==> config.mk <==
export PLATFORM = sky130hd
export DESIGN_NAME = fwd_hazard_unit
export DESIGN_NICKNAME = d
export VERILOG_FILES = /design/src/rtl/fwd_hazard_unit.sv
export SDC_FILE = /design/constraint.sdc
export NUM_CORES = 1
export LEC_CHECK = 0
export CAP_MARGIN = 20
export CORE_MARGIN = 2
export CORE_UTILIZATION = 41
export DETAILED_ROUTE_END_ITERATION = 16
export PLACE_DENSITY_LB_ADDON = 0.15
export SETUP_SLACK_MARGIN = 0.3
export SYNTH_ARGS = -nofsm -noshare
export SYNTH_HDL_FRONTEND = slang
export SYNTH_SLANG_ARGS = --single-unit
==> constraint.sdc <==
create_clock -name clk -period 2.6 [get_ports clk]
set_clock_uncertainty 0.1 [all_clocks]
set_input_delay 0.52 -clock clk [delete_from_list [all_inputs] [get_ports clk]]
set_output_delay 0.52 -clock clk [all_outputs]
set_load 0.005 [all_outputs]
==> src/rtl/fwd_hazard_unit.sv <==
// EX-stage forwarding selects, load-use hazard detection and mul/div busy
// interlock, with a saturating count of stalled cycles.
module fwd_hazard_unit #(
  parameter int REG_ADDR_W      = 5,
  parameter int LOAD_USE_CYCLES = 1,
  parameter int MULDIV_CYCLES   = 4,
  parameter int CNT_W           = 16
) (
  input  logic                  clk,
  input  logic                  reset,
  input  logic [REG_ADDR_W-1:0] id_instr_rs,
  input  logic [REG_ADDR_W-1:0] id_instr_rt,
  input  logic                  id_uses_rt,
  input  logic                  id_muldiv,
  input  logic                  id_ex_mem_read,
  input  logic [REG_ADDR_W-1:0] id_ex_write_reg_addr,
  input  logic [REG_ADDR_W-1:0] id_ex_instr_rs,
  input  logic [REG_ADDR_W-1:0] id_ex_instr_rt,
  input  logic                  ex_mem_reg_write,
  input  logic [REG_ADDR_W-1:0] ex_mem_write_reg_addr,
  input  logic                  mem_wb_reg_write,
  input  logic [REG_ADDR_W-1:0] mem_wb_write_reg_addr,
  input  logic                  flush,
  output logic [1:0]            Forward_A,
  output logic [1:0]            Forward_B,
  output logic                  pc_write,
  output logic                  if_id_write,
  output logic                  id_ex_flush,
  output logic                  muldiv_busy,
  output logic [CNT_W-1:0]      stall_count
);

  localparam logic [1:0] S_RUN      = 2'd0;
  localparam logic [1:0] S_LU_STALL = 2'd1;
  localparam logic [1:0] S_MULDIV   = 2'd2;

  localparam int LU_INIT = (LOAD_USE_CYCLES > 1) ? LOAD_USE_CYCLES - 2 : 0;
  localparam int MD_INIT = (MULDIV_CYCLES > 1) ? MULDIV_CYCLES - 1 : 0;
  localparam int CMAX    = (LU_INIT > MD_INIT) ? LU_INIT : MD_INIT;
  localparam int CW      = (CMAX < 1) ? 1 : $clog2(CMAX + 1);

  logic [1:0]       r_state, w_state_nxt;
  logic [CW-1:0]    r_cnt, w_cnt_nxt;
  logic [CNT_W-1:0] r_stall_count;
  logic             w_ex_hit_a, w_ex_hit_b, w_wb_hit_a, w_wb_hit_b;
  logic             w_lu_haz, w_stall;

  assign w_ex_hit_a = ex_mem_reg_write && (ex_mem_write_reg_addr != '0)
                      && (ex_mem_write_reg_addr == id_ex_instr_rs);
  assign w_ex_hit_b = ex_mem_reg_write && (ex_mem_write_reg_addr != '0)
                      && (ex_mem_write_reg_addr == id_ex_instr_rt);
  assign w_wb_hit_a = mem_wb_reg_write && (mem_wb_write_reg_addr != '0)
                      && (mem_wb_write_reg_addr == id_ex_instr_rs);
  assign w_wb_hit_b = mem_wb_reg_write && (mem_wb_write_reg_addr != '0)
                      && (mem_wb_write_reg_addr == id_ex_instr_rt);

  always_comb begin
    Forward_A = 2'b00;
    Forward_B = 2'b00;
    if (w_ex_hit_a)      Forward_A = 2'b10;
    else if (w_wb_hit_a) Forward_A = 2'b01;
    if (w_ex_hit_b)      Forward_B = 2'b10;
    else if (w_wb_hit_b) Forward_B = 2'b01;
  end

  assign w_lu_haz = id_ex_mem_read && (id_ex_write_reg_addr != '0)
                    && ((id_ex_write_reg_addr == id_instr_rs)
                        || (id_uses_rt && (id_ex_write_reg_addr == id_instr_rt)));

  assign w_stall = ((r_state == S_RUN) && w_lu_haz && !flush)
                   || (r_state == S_LU_STALL) || (r_state == S_MULDIV);

  assign pc_write    = !w_stall;
  assign if_id_write = !w_stall;
  assign id_ex_flush = w_stall || flush;
  assign muldiv_busy = (r_state == S_MULDIV);
  assign stall_count = r_stall_count;

  // The RUN cycle that detects a load-use already stalls, so LU_STALL only
  // covers the remaining LOAD_USE_CYCLES-1 cycles.
  always_comb begin
    w_state_nxt = r_state;
    w_cnt_nxt   = r_cnt;
    if (flush) begin
      w_state_nxt = S_RUN;
      w_cnt_nxt   = '0;
    end else begin
      case (r_state)
        S_RUN: begin
          if (w_lu_haz) begin
            if (LOAD_USE_CYCLES > 1) begin
              w_state_nxt = S_LU_STALL;
              w_cnt_nxt   = CW'(LU_INIT);
            end
          end else if (id_muldiv) begin
            w_state_nxt = S_MULDIV;
            w_cnt_nxt   = CW'(MD_INIT);
          end
        end
        S_LU_STALL, S_MULDIV: begin
          if (r_cnt == '0) w_state_nxt = S_RUN;
          else             w_cnt_nxt   = r_cnt - CW'(1);
        end
        default: begin
          w_state_nxt = S_RUN;
          w_cnt_nxt   = '0;
        end
      endcase
    end
  end

  always_ff @(posedge clk or posedge reset) begin
    if (reset) begin
      r_state       <= S_RUN;
      r_cnt         <= '0;
      r_stall_count <= '0;
    end else begin
      r_state <= w_state_nxt;
      r_cnt   <= w_cnt_nxt;
      if (w_stall && (r_stall_count != '1))
        r_stall_count <= r_stall_count + CNT_W'(1);
    end
  end

endmodule

# Yosys cells after proc, flatten, opt, wreduce, memory -nomap -nowiden
# Cells that the tools add are included.
[op_classes]
add_sub_neg = 2
eq_ne = 13
mux = 14
reduce_logical = 26
[op_table]
columns = ["cell", "count"]
rows = [
  ["equality test 5 bit", 6],
  ["2-to-1 mux 2 bit", 10],
  ["adder 16 x 1 -> 16 bit (second input constant)", 1],
  ["inequality test 16 bit (second input constant)", 1],
  ["nonzero test 5 bit", 3],
  ["logical AND 1 bit", 12],
  ["inequality test 3 bit (second input constant)", 4],
  ["one-hot mux 2 bit (2 select lines)", 2],
  ["AND reduction 3 bit", 2],
  ["zero test 2 bit", 2],
  ["logical OR 1 bit", 4],
  ["equality test 2 x 1 -> 1 bit (second input constant)", 1],
  ["equality test 2 bit (second input constant)", 1],
  ["zero test 1 bit", 2],
  ["2-to-1 mux 1 bit", 2],
  ["OR reduction 2 bit", 1],
  ["subtractor 2 x 1 -> 2 bit (second input constant)", 1],
]
[word_totals]
regBits = 20
out_inout_bits = 24
wordCells = 58

# Depth between registers and ports, before layout
# Gate-level depths: netlist of run 1.
[logic_depth]
ltp_word = 9
ltp_mapped = 7

# Least setup slack after synthesis of run 1
# OpenSTA, ideal clock, no wires.
[synth_path]
path_kind = "input -> output"
start = "in id_ex_write_reg_addr[1]"
end = "out pc_write"
t_arrival_ns = 1.818
t_required_ns = 1.980
slack_ns = 0.162
path_stages = 6
n_path_buf = 2
cell_sequence = "or4_2 > o21ai_4 > o31ai_4 > buf_6 > inv_1 > buf_4"
[synth_between]
elab_chain_len = 9
elab_cells_between_ends = 12
cone_classes = "eq/ne: 2; reduce/logical: 10"
[synth_lines]
columns = ["item", "line_no", "source"]
rows = [
  ["start: declaration", "16", "input logic [REG_ADDR_W-1:0] id_ex_write_reg_addr,"],
  ["equality test 5 bit", "68", "|| (id_uses_rt && (id_ex_write_reg_addr == id_instr_rt)));"],
  ["logical AND 1 bit", "68", ""],
  ["logical OR 1 bit", "68", ""],
  ["logical AND 1 bit (*)", "67", "&& ((id_ex_write_reg_addr == id_instr_rs)"],
  ["logical AND 1 bit (*) (2 in series)", "70", "assign w_stall = ((r_state == S_RUN) && w_lu_haz && !flush)"],
  ["logical OR 1 bit (*) (2 in series)", "71", "|| (r_state == S_LU_STALL) || (r_state == S_MULDIV);"],
  ["zero test 1 bit (*)", "--", ""],
  ["end: declaration", "26", "output logic pc_write,"],
]
# Mark *: on every way between the ends. The rest lies on a longest branch, timed or not.

# Final worst setup path of run 1
[layout_path]
start = "in id_instr_rt[2]"
end = "out pc_write"
[layout_between]
elab_chain_len = 9
[layout_lines]
columns = ["item", "line_no", "source"]
rows = [
  ["start: declaration", "12", "input logic [REG_ADDR_W-1:0] id_instr_rt,"],
  ["equality test 5 bit", "68", ""],
  ["logical AND 1 bit", "68", ""],
  ["logical OR 1 bit", "68", ""],
  ["logical AND 1 bit", "67", ""],
  ["logical AND 1 bit (2 in series)", "70", ""],
  ["logical OR 1 bit (2 in series)", "71", ""],
  ["zero test 1 bit", "73", "assign pc_write = !w_stall;"],
]
# Every way passes these cells.

==> run summary, run 1 <==
The floorplan row count came out at 21. The layout-stage area growth over the synthesis result is 78.5%. The number of max-slew violations in the final report came out at 0. In this run the critical register-to-register path is launched from stall_count[0].

After legalization and detailed placement, the total HPWL measured 3020 µm. The data required time of the worst path came out at between 1.5 and 2 ns. The maximum vdd ir drop came out at 194 µV. Headroom to the max-slew limit came out at between 50 and 60%. The via count of the first global-routing pass is 1605. STA classifies the critical path endpoint as an output pin. The startpoint-to-endpoint class of the critical path is in -> out. The count of final hold-check violations is 0. The number of storage elements in the synthesis netlist came out at 19. The transition time of the tightest slew-check pin is 0.710 ns. The number of I/O pins is between 60 and 70. The detailed-route vias per instance came out at around 5. The tightest hold margin came out at 0.412 ns.

The die height came out at approximately 63 µm. The leakage dissipation is 1.10 nW. In this run the worst path has a maximum fanout of 2.

The worst setup path is launched from an input pin. The maximum number of buffers from clock root to sink is 2. The initial antenna violation count came out at 0. The internal reg-to-reg setup slack came out at 0.69 ns.

For this run, design rule violations remaining after detail routing come to 0. The clock-pin slew on the worst setup and hold paths is 0.11 ns. After layout, the worst path uses 94.7% of the clock period. The length in cells of the worst reg-to-reg path is 6. The portion of synthesized cell area occupied by the leading cell type is 33.9%. The maximum number of pins on one net before global-route repair is 20. The total cell area at the placement stage came out at around 2300 µm². The die covers 3910 µm².

The critical path ends at pc_write. The maximum operating frequency came out at between 0.4 and 0.5 GHz. The average wire per standard cell is 14.3 µm. The total nets after synthesis is 194. The total detailed-routing wirelength is roughly 4200 µm. The max capacitance violation total came out at 0. Setup violations remaining at the end of the flow were counted as 0. CTS placed an instance of sky130_fd_sc_hd__clkbuf_4 at the clock tree root. The detail route stage leaves a number of antenna-violating nets equal to 0. For the final routed database, the setup TNS stands at 0 ns. The final route contains 1495 vias. The number of instances in the synthesized netlist is 149. The clock latency reported for the late side of the worst-skew pair came out at 0.29 ns. The distinct cell type count of the synthesized netlist is 36. The filler cells instantiated in the layout total roughly 240. The critical path arrival came out at between 1.5 and 2 ns. The sum of overflow across all layers after global routing is 0. The post-synthesis instance area came out at 1400 µm². Setup repair after global routing could not meet its margin everywhere. The cell type contributing the most total cell area after synthesis is sky130_fd_sc_hd__dfrtp_1. The fraction of layout cells with a size suffix above 1 is around two fifths. The post-synthesis average cell area is approximately 9.4 µm².

CTS built an H-tree with a depth of 1. In the global route stage, overall resource usage came out at 21.6%. The area of the core came out at 3310 µm². The repair_antennas step left the layout with diodes totalling 0. The effective utilization at floorplan came out at 42.4%. The classification of the worst-slack hold path is reg -> reg. By area the synthesized netlist is led by sky130_fd_sc_hd__dfrtp_1 (34%), sky130_fd_sc_hd__xor2_1 (15%), sky130_fd_sc_hd__xnor2_1 (12%). The reg-to-reg endpoint is stall_count[1].

The run finished with clean final reports. The total power divided by cell area came out at 401 nW/µm². The die span in x is 62.5 µm. For this run, the detailed router's first-pass iteration total came to 4.

The number of clock buffers added by TritonCTS is 3. In the layout the commonest cells are sky130_fd_sc_hd__clkdlybuf4s50_1 (23), sky130_fd_sc_hd__buf_4 (23), sky130_fd_sc_hd__xor2_1 (21), sky130_fd_sc_hd__buf_6 (21), sky130_fd_sc_hd__dfrtp_1 (19). The number of nets at the end of the flow came out at roughly 290. The tree built by TritonCTS fans out to 19 sinks. TritonCTS built the clock tree. The minimum clock period came out at 2.46 ns.

The detailed router finished its first iteration with just under 80 violations. During synthesis, Yosys emitted a total of 0 warnings. Tracing the worst setup path back leads to its startpoint at id_instr_rt[2].

The summed area of non-filler cells in the final layout came out at 2510 µm². The first global-routing pass estimated 6910 µm of wire. The post-synthesis sequential area ratio came out at between 30% and 40%. The final weighted congestion in routability-driven placement is roughly 0.9. The count of buffers from port buffering came out at 66.
[where the power goes]
| part | switching, mW | total (mW) | internal (mW) |
|---|---|---|---|
| Combinational | 0.176 | 0.444 | 0.268 |
| Clock | 0.0888 | 0.146 | 0.0572 |
| Sequential | 0.0669 | 0.414 | 0.347 |
[stage by stage]
step	setup slack, ns	power [mW]	util (%)	instances
floorplan	0.180	0.585	-	149
global placement	-0.635	0.813	68.3	279
detailed placement	-0.697	0.830	68.3	279
CTS	0.120	0.989	72.9	290
global route	0.0250	1.07	75.7	292
finish	0.139	1.00	75.7	292
[worst max-delay path, stage by stage]
cell and delay, ns:
sky130_fd_sc_hd__buf_6 0.10, sky130_fd_sc_hd__xor2_2 0.16, sky130_fd_sc_hd__nor4_2 0.30, sky130_fd_sc_hd__a32oi_2 0.16, sky130_fd_sc_hd__buf_4 0.16, sky130_fd_sc_hd__o31ai_4 0.25, sky130_fd_sc_hd__inv_4 0.07, sky130_fd_sc_hd__buf_6 0.12
[synth_stat cells]
master,count
sky130_fd_sc_hd__and3_1,4
sky130_fd_sc_hd__buf_4,3
sky130_fd_sc_hd__nor2_1,8
sky130_fd_sc_hd__nor3_1,2
sky130_fd_sc_hd__nor4_1,5
sky130_fd_sc_hd__a21oi_1,2
sky130_fd_sc_hd__o211ai_1,2
sky130_fd_sc_hd__or4_2,1
sky130_fd_sc_hd__ha_1,2
sky130_fd_sc_hd__mux2_2,2
sky130_fd_sc_hd__buf_6,1
sky130_fd_sc_hd__o311a_1,1
sky130_fd_sc_hd__nand4_1,7
sky130_fd_sc_hd__nand2b_1,2
sky130_fd_sc_hd__nand4b_1,1
sky130_fd_sc_hd__o21ai_4,1
sky130_fd_sc_hd__o21ai_0,2
sky130_fd_sc_hd__inv_1,8
sky130_fd_sc_hd__xor2_1,24
sky130_fd_sc_hd__a22o_1,1
sky130_fd_sc_hd__a32oi_1,1
sky130_fd_sc_hd__nand3_1,10
sky130_fd_sc_hd__nand3b_1,1
sky130_fd_sc_hd__dfrtp_1,19
sky130_fd_sc_hd__a31o_2,1
sky130_fd_sc_hd__or3_1,1
sky130_fd_sc_hd__xnor2_1,19
sky130_fd_sc_hd__mux2i_1,1
sky130_fd_sc_hd__o31a_1,1
sky130_fd_sc_hd__nand2_1,7
sky130_fd_sc_hd__nor2b_1,1
sky130_fd_sc_hd__clkbuf_1,1
sky130_fd_sc_hd__o31ai_4,1
sky130_fd_sc_hd__a31oi_1,1
sky130_fd_sc_hd__and2_1,1
sky130_fd_sc_hd__or4_1,4
[how the worst min path moves through the flow]
stage                    start         endpoint  slack, ns  cells after the start
6_report       stall_count[10]  stall_count[10]       0.41                      1
5_1_grt        stall_count[10]  stall_count[10]       0.44                      1
4_1_cts        stall_count[10]  stall_count[10]       0.41                      1
3_5_place_dp   stall_count[10]  stall_count[10]       0.39                      1
3_3_place_gp    stall_count[6]   stall_count[6]       0.39                      1
2_1_floorplan            reset         r_cnt[0]       0.37                      1
[repair_timing]
item | in CTS | in global routing
resized for setup | 156 | 27
pin swaps | 26 | 13
setup buffers | 7 | 2
hold buffers | 0 | 0
setup endpoints to repair | 23 | 13
[kinds of logic (layout without fill, tap and decap cells)]
kind of cell | count (synthesis) | in the layout | share of synthesized area [%]
AO/OA/AOI/OAI | 14 | 14 | 8.82
adder cells (fa/ha/maj) | 2 | 2 | 1.78
AND/OR/NAND/NOR | 55 | 55 | 21.6
flip-flops | 19 | 19 | 33.9
multiplexers | 3 | 3 | 2.32
buffers and inverters | 13 | 110 | 4.81
XOR/XNOR | 43 | 43 | 26.8
[routing by layer]
metal | share of wire (%) | vias to the layer above | global-route usage, %
met1 | 39 | 713 | 25.9
met4 | 1.9 | 0 | 6.67
met5 | 0 | - | 0
met2 | 53 | 61 | 40.2
met3 | 6.0 | 8 | 2.34
li1 | - | 713 | -
[cell type report]
cell class	count	area [µm²]	share of cell area (%)
Sequential cell	19	475	19.0
Multi-Input combinational cell	117	1040	41.5
Tap cell	46	57.6	2.30
Inverter	8	32.5	1.30
Clock buffer	3	22.5	0.899
Clock inverter	1	5.00	0.200
Timing Repair Buffer	98	873	34.8
[flip-flops by register name (all words and copies together) (netlist names)]
register     count
r_cnt            2
r_state          1
stall_count     16
(Power assumes the default switching activity.)
==> run 2: changes to the inputs <==
- REMOVE_ABC_BUFFERS: unset -> 1
==> run summary, run 2 (synthesized netlist as in run 1, its figures left out) <==
Result of the run: complete, no violations (unchanged). The minimum clock period is 2.52 ns (was 2.46 ns). The area of the core is 3310 µm² (unchanged). The iteration-0 DRC count of the detailed router is 64 (was 79). The detailed-route vias per instance is 5.12 (about the same). The max capacitance violation total came out at 0 (unchanged). The part of the power in combinational logic is 44.5% (was 44.3%).

The transition time of the tightest slew-check pin came out at 0.706 ns (was 0.710 ns). The worst-case setup margin in the final layout came out at 0.0827 ns (was 0.139 ns). The part of the power in registers is 40.7% (was 41.2%). The total clock buffers created by CTS was 3 (unchanged). The number of I/O pins is 67 (unchanged). The kind of end point of the critical path is an output pin (unchanged). The initial antenna violation count was 0 (unchanged). The switching power as a share of total power came to 33.9% (was 33.1%).

The number of fill cells in the layout is 229 (was 235). The total power divided by cell area was 402 nW/µm² (was 401 nW/µm²). The via count of the first global-routing pass came out at 1613 (was 1605). The combined area of the multi-input logic cells is 1050 µm² (was 1040 µm²). The data required time of the worst path came out at 1.98 ns (about the same).

The clock-pin slew on the worst setup and hold paths was 0.11 ns (about the same). The area taken by flip-flops and latches came to 475 µm² (unchanged). The global-route total usage across every layer is 22.0% (was 21.6%). The maximum number of pins on one net before global-route repair was 20 (unchanged).

The fraction of layout cells with a size suffix above 1 is 39.6% (was 38.2%). Most frequent cells in the layout: sky130_fd_sc_hd__buf_4 (29), sky130_fd_sc_hd__clkdlybuf4s50_1 (22), sky130_fd_sc_hd__dfrtp_1 (19) (was sky130_fd_sc_hd__clkdlybuf4s50_1 (23), sky130_fd_sc_hd__buf_4 (23), sky130_fd_sc_hd__xor2_1 (21), sky130_fd_sc_hd__buf_6 (21), sky130_fd_sc_hd__dfrtp_1 (19)). The beginning of the worst hold path is stall_count[10] (unchanged). The setup TNS after final layout is 0 ns (unchanged). The count of buffers from port buffering came out at 66 (unchanged). The global-route wire length before repair is 7010 µm (was 6910 µm). The count of final hold-check violations is 0 (unchanged). The sum of internal, switching and leakage power is 1.02 mW (was 1.00 mW). The average wire per standard cell is 14.5 µm (was 14.3 µm). The power spent charging and discharging nets came out at 0.346 mW (was 0.332 mW). The number of diodes added for antenna fixing is 0 (unchanged).

The deepest level of the CTS H-tree came to 1 (unchanged). The placed wire-length estimate is 3060 µm (was 3020 µm). The number of nets at the end of the flow was 296 (was 292). The total detailed-routing wirelength was 4280 µm (was 4170 µm). The maximum number of buffers from clock root to sink came out at 2 (unchanged). The final weighted congestion in routability-driven placement came out at 0.886 (was 0.903). The top fanout value on the critical path came out at 2 (unchanged). The area of the die is 3910 µm² (unchanged). The effective utilization at floorplan came to 42.4% (unchanged).

The number of max-slew violations in the final report is 0 (unchanged). The maximum operating frequency is 0.397 GHz (was 0.406 GHz). The leading cell type in the layout, fill and taps excluded is sky130_fd_sc_hd__buf_4. The maximum vdd ir drop came to 261 µV (was 194 µV).

The die span in x was 62.5 µm (unchanged). The total iterations of the first detailed-routing run is 4 (unchanged). The clock sink total is 19 (unchanged).

The final number of setup-violating endpoints is 0 (unchanged). The first element of the critical path was mem_wb_write_reg_addr[3] (was id_instr_rt[2]). Setup repair after global routing missed its margin: true (unchanged).

The sum of overflow across all layers after global routing came out at 0 (unchanged). The total cell area at the placement stage came out at 2290 µm² (was 2260 µm²). The post-route fraction of the period consumed by the critical path is 96.8% (was 94.7%). The summed area of non-filler cells in the final layout was 2540 µm² (was 2510 µm²). The die height came out at 62.5 µm (unchanged). The layout-stage area growth over the synthesis result is 80.9% (was 78.5%). The worst flop-to-flop path startpoint was stall_count[0] (unchanged). The leakage dissipation came to 1.12 nW (was 1.10 nW).

The residual antenna-violating net count after detailed routing came out at 0 (unchanged). The TritonCTS clock tree is yes (unchanged). The startpoint-to-endpoint class of the critical path is in -> out (unchanged).

The tightest slew margin relative to the limit came out at 52.9% (was 52.6%). The post-route DRC violation count is 0 (unchanged). The via total after detailed routing came out at 1515 (was 1495).

The critical path arrival is 1.90 ns (was 1.84 ns). The floorplan row count is 21 (unchanged). The worst setup slack after placement came out at -0.795 ns (was -0.697 ns). The kind of start point of the critical path was an input pin (unchanged).

The root cell of the clock tree is sky130_fd_sc_hd__clkbuf_4 (unchanged). The classification of the worst-slack hold path is reg -> reg (unchanged). The share of power burned in the clock network came out at 14.8% (was 14.5%). The number of buffers inserted for hold repair after clock tree synthesis is 0 (unchanged). The total internal power came out at 0.674 mW (was 0.672 mW). The clock latency reported for the late side of the worst-skew pair came out at 0.30 ns (was 0.29 ns). The flip-flop count of the largest register after layout is 16 (unchanged).
==> run 2: changes by cell type in the layout (fill, tap and decap cells not counted), sizes merged <==
cell	before	now
buf	55	57
clkdlybuf4s15	5	7
clkdlybuf4s50	23	22
dlygate4sd2	11	9
dlymetal6s2s	0	3
==> run 2: power by group through the flow <==
stage / Clock (mW) / Combinational (mW) / Sequential [mW]
finish: 0.151 / 0.454 / 0.415
global route: 0.172 / 0.492 / 0.427
CTS: 0.153 / 0.440 / 0.416
detailed placement: 0 / 0.419 / 0.421
global placement: 0 / 0.408 / 0.418
floorplan: 0 / 0.163 / 0.412
==> run 2: final timing paths <==
check | end | slack (ns) | depth (start not counted)
worst max-delay path | Forward_B[0] | 0.08 | 6
worst min-delay path | stall_count[10] | 0.41 | 1
worst max register to register | stall_count[1] | 0.61 | 6
worst min register to register | stall_count[10] | 0.41 | 1
max in group asynchronous | stall_count[0] | 1.41 | 2
min in group asynchronous | stall_count[12] | 0.54 | 2
==> run 2: metrics by stage <==
step	util (%)	hold WS [ns]	std cells
3_5_place_dp	69.3	0.397	284
5_1_grt	76.7	0.420	296
2_1_floorplan	-	0.371	144
3_3_place_gp	69.3	0.380	284
6_report	76.7	0.408	296
4_1_cts	74.5	0.414	296
==> run 2: area by class of cell <==
| cell class | instances | area share, % |
|---|---|---|
| Timing Repair Buffer | 102 | 35.2 |
| Clock buffer | 3 | 0.887 |
| Clock inverter | 1 | 0.197 |
| Inverter | 8 | 1.18 |
| Sequential cell | 19 | 18.7 |
| Multi-Input combinational cell | 117 | 41.5 |
| Tap cell | 46 | 2.27 |
==> run 2: worst max-delay path: stages <==
cell and delay (ns):
sky130_fd_sc_hd__dlygate4sd2_1 0.22, sky130_fd_sc_hd__or4_1 0.15, sky130_fd_sc_hd__o21ai_1 0.09, sky130_fd_sc_hd__or4_4 0.52
sky130_fd_sc_hd__nor4_4 0.26, sky130_fd_sc_hd__buf_2 0.14
==> run 2: per-layer routing <==
| layer | routed length, µm | global-route usage [%] |
|---|---|---|
| met5 | 0 | 0 |
| met4 | 125 | 8.89 |
| met3 | 274 | 3.96 |
| met2 | 2180 | 38.8 |
| met1 | 1700 | 26.3 |
==> run 2: what timing repair did <==
action                     4_1_cts  5_1_grt
pin swaps                       23       12
setup buffers                    8        0
setup endpoints to repair       23        8
resized for setup              148       26
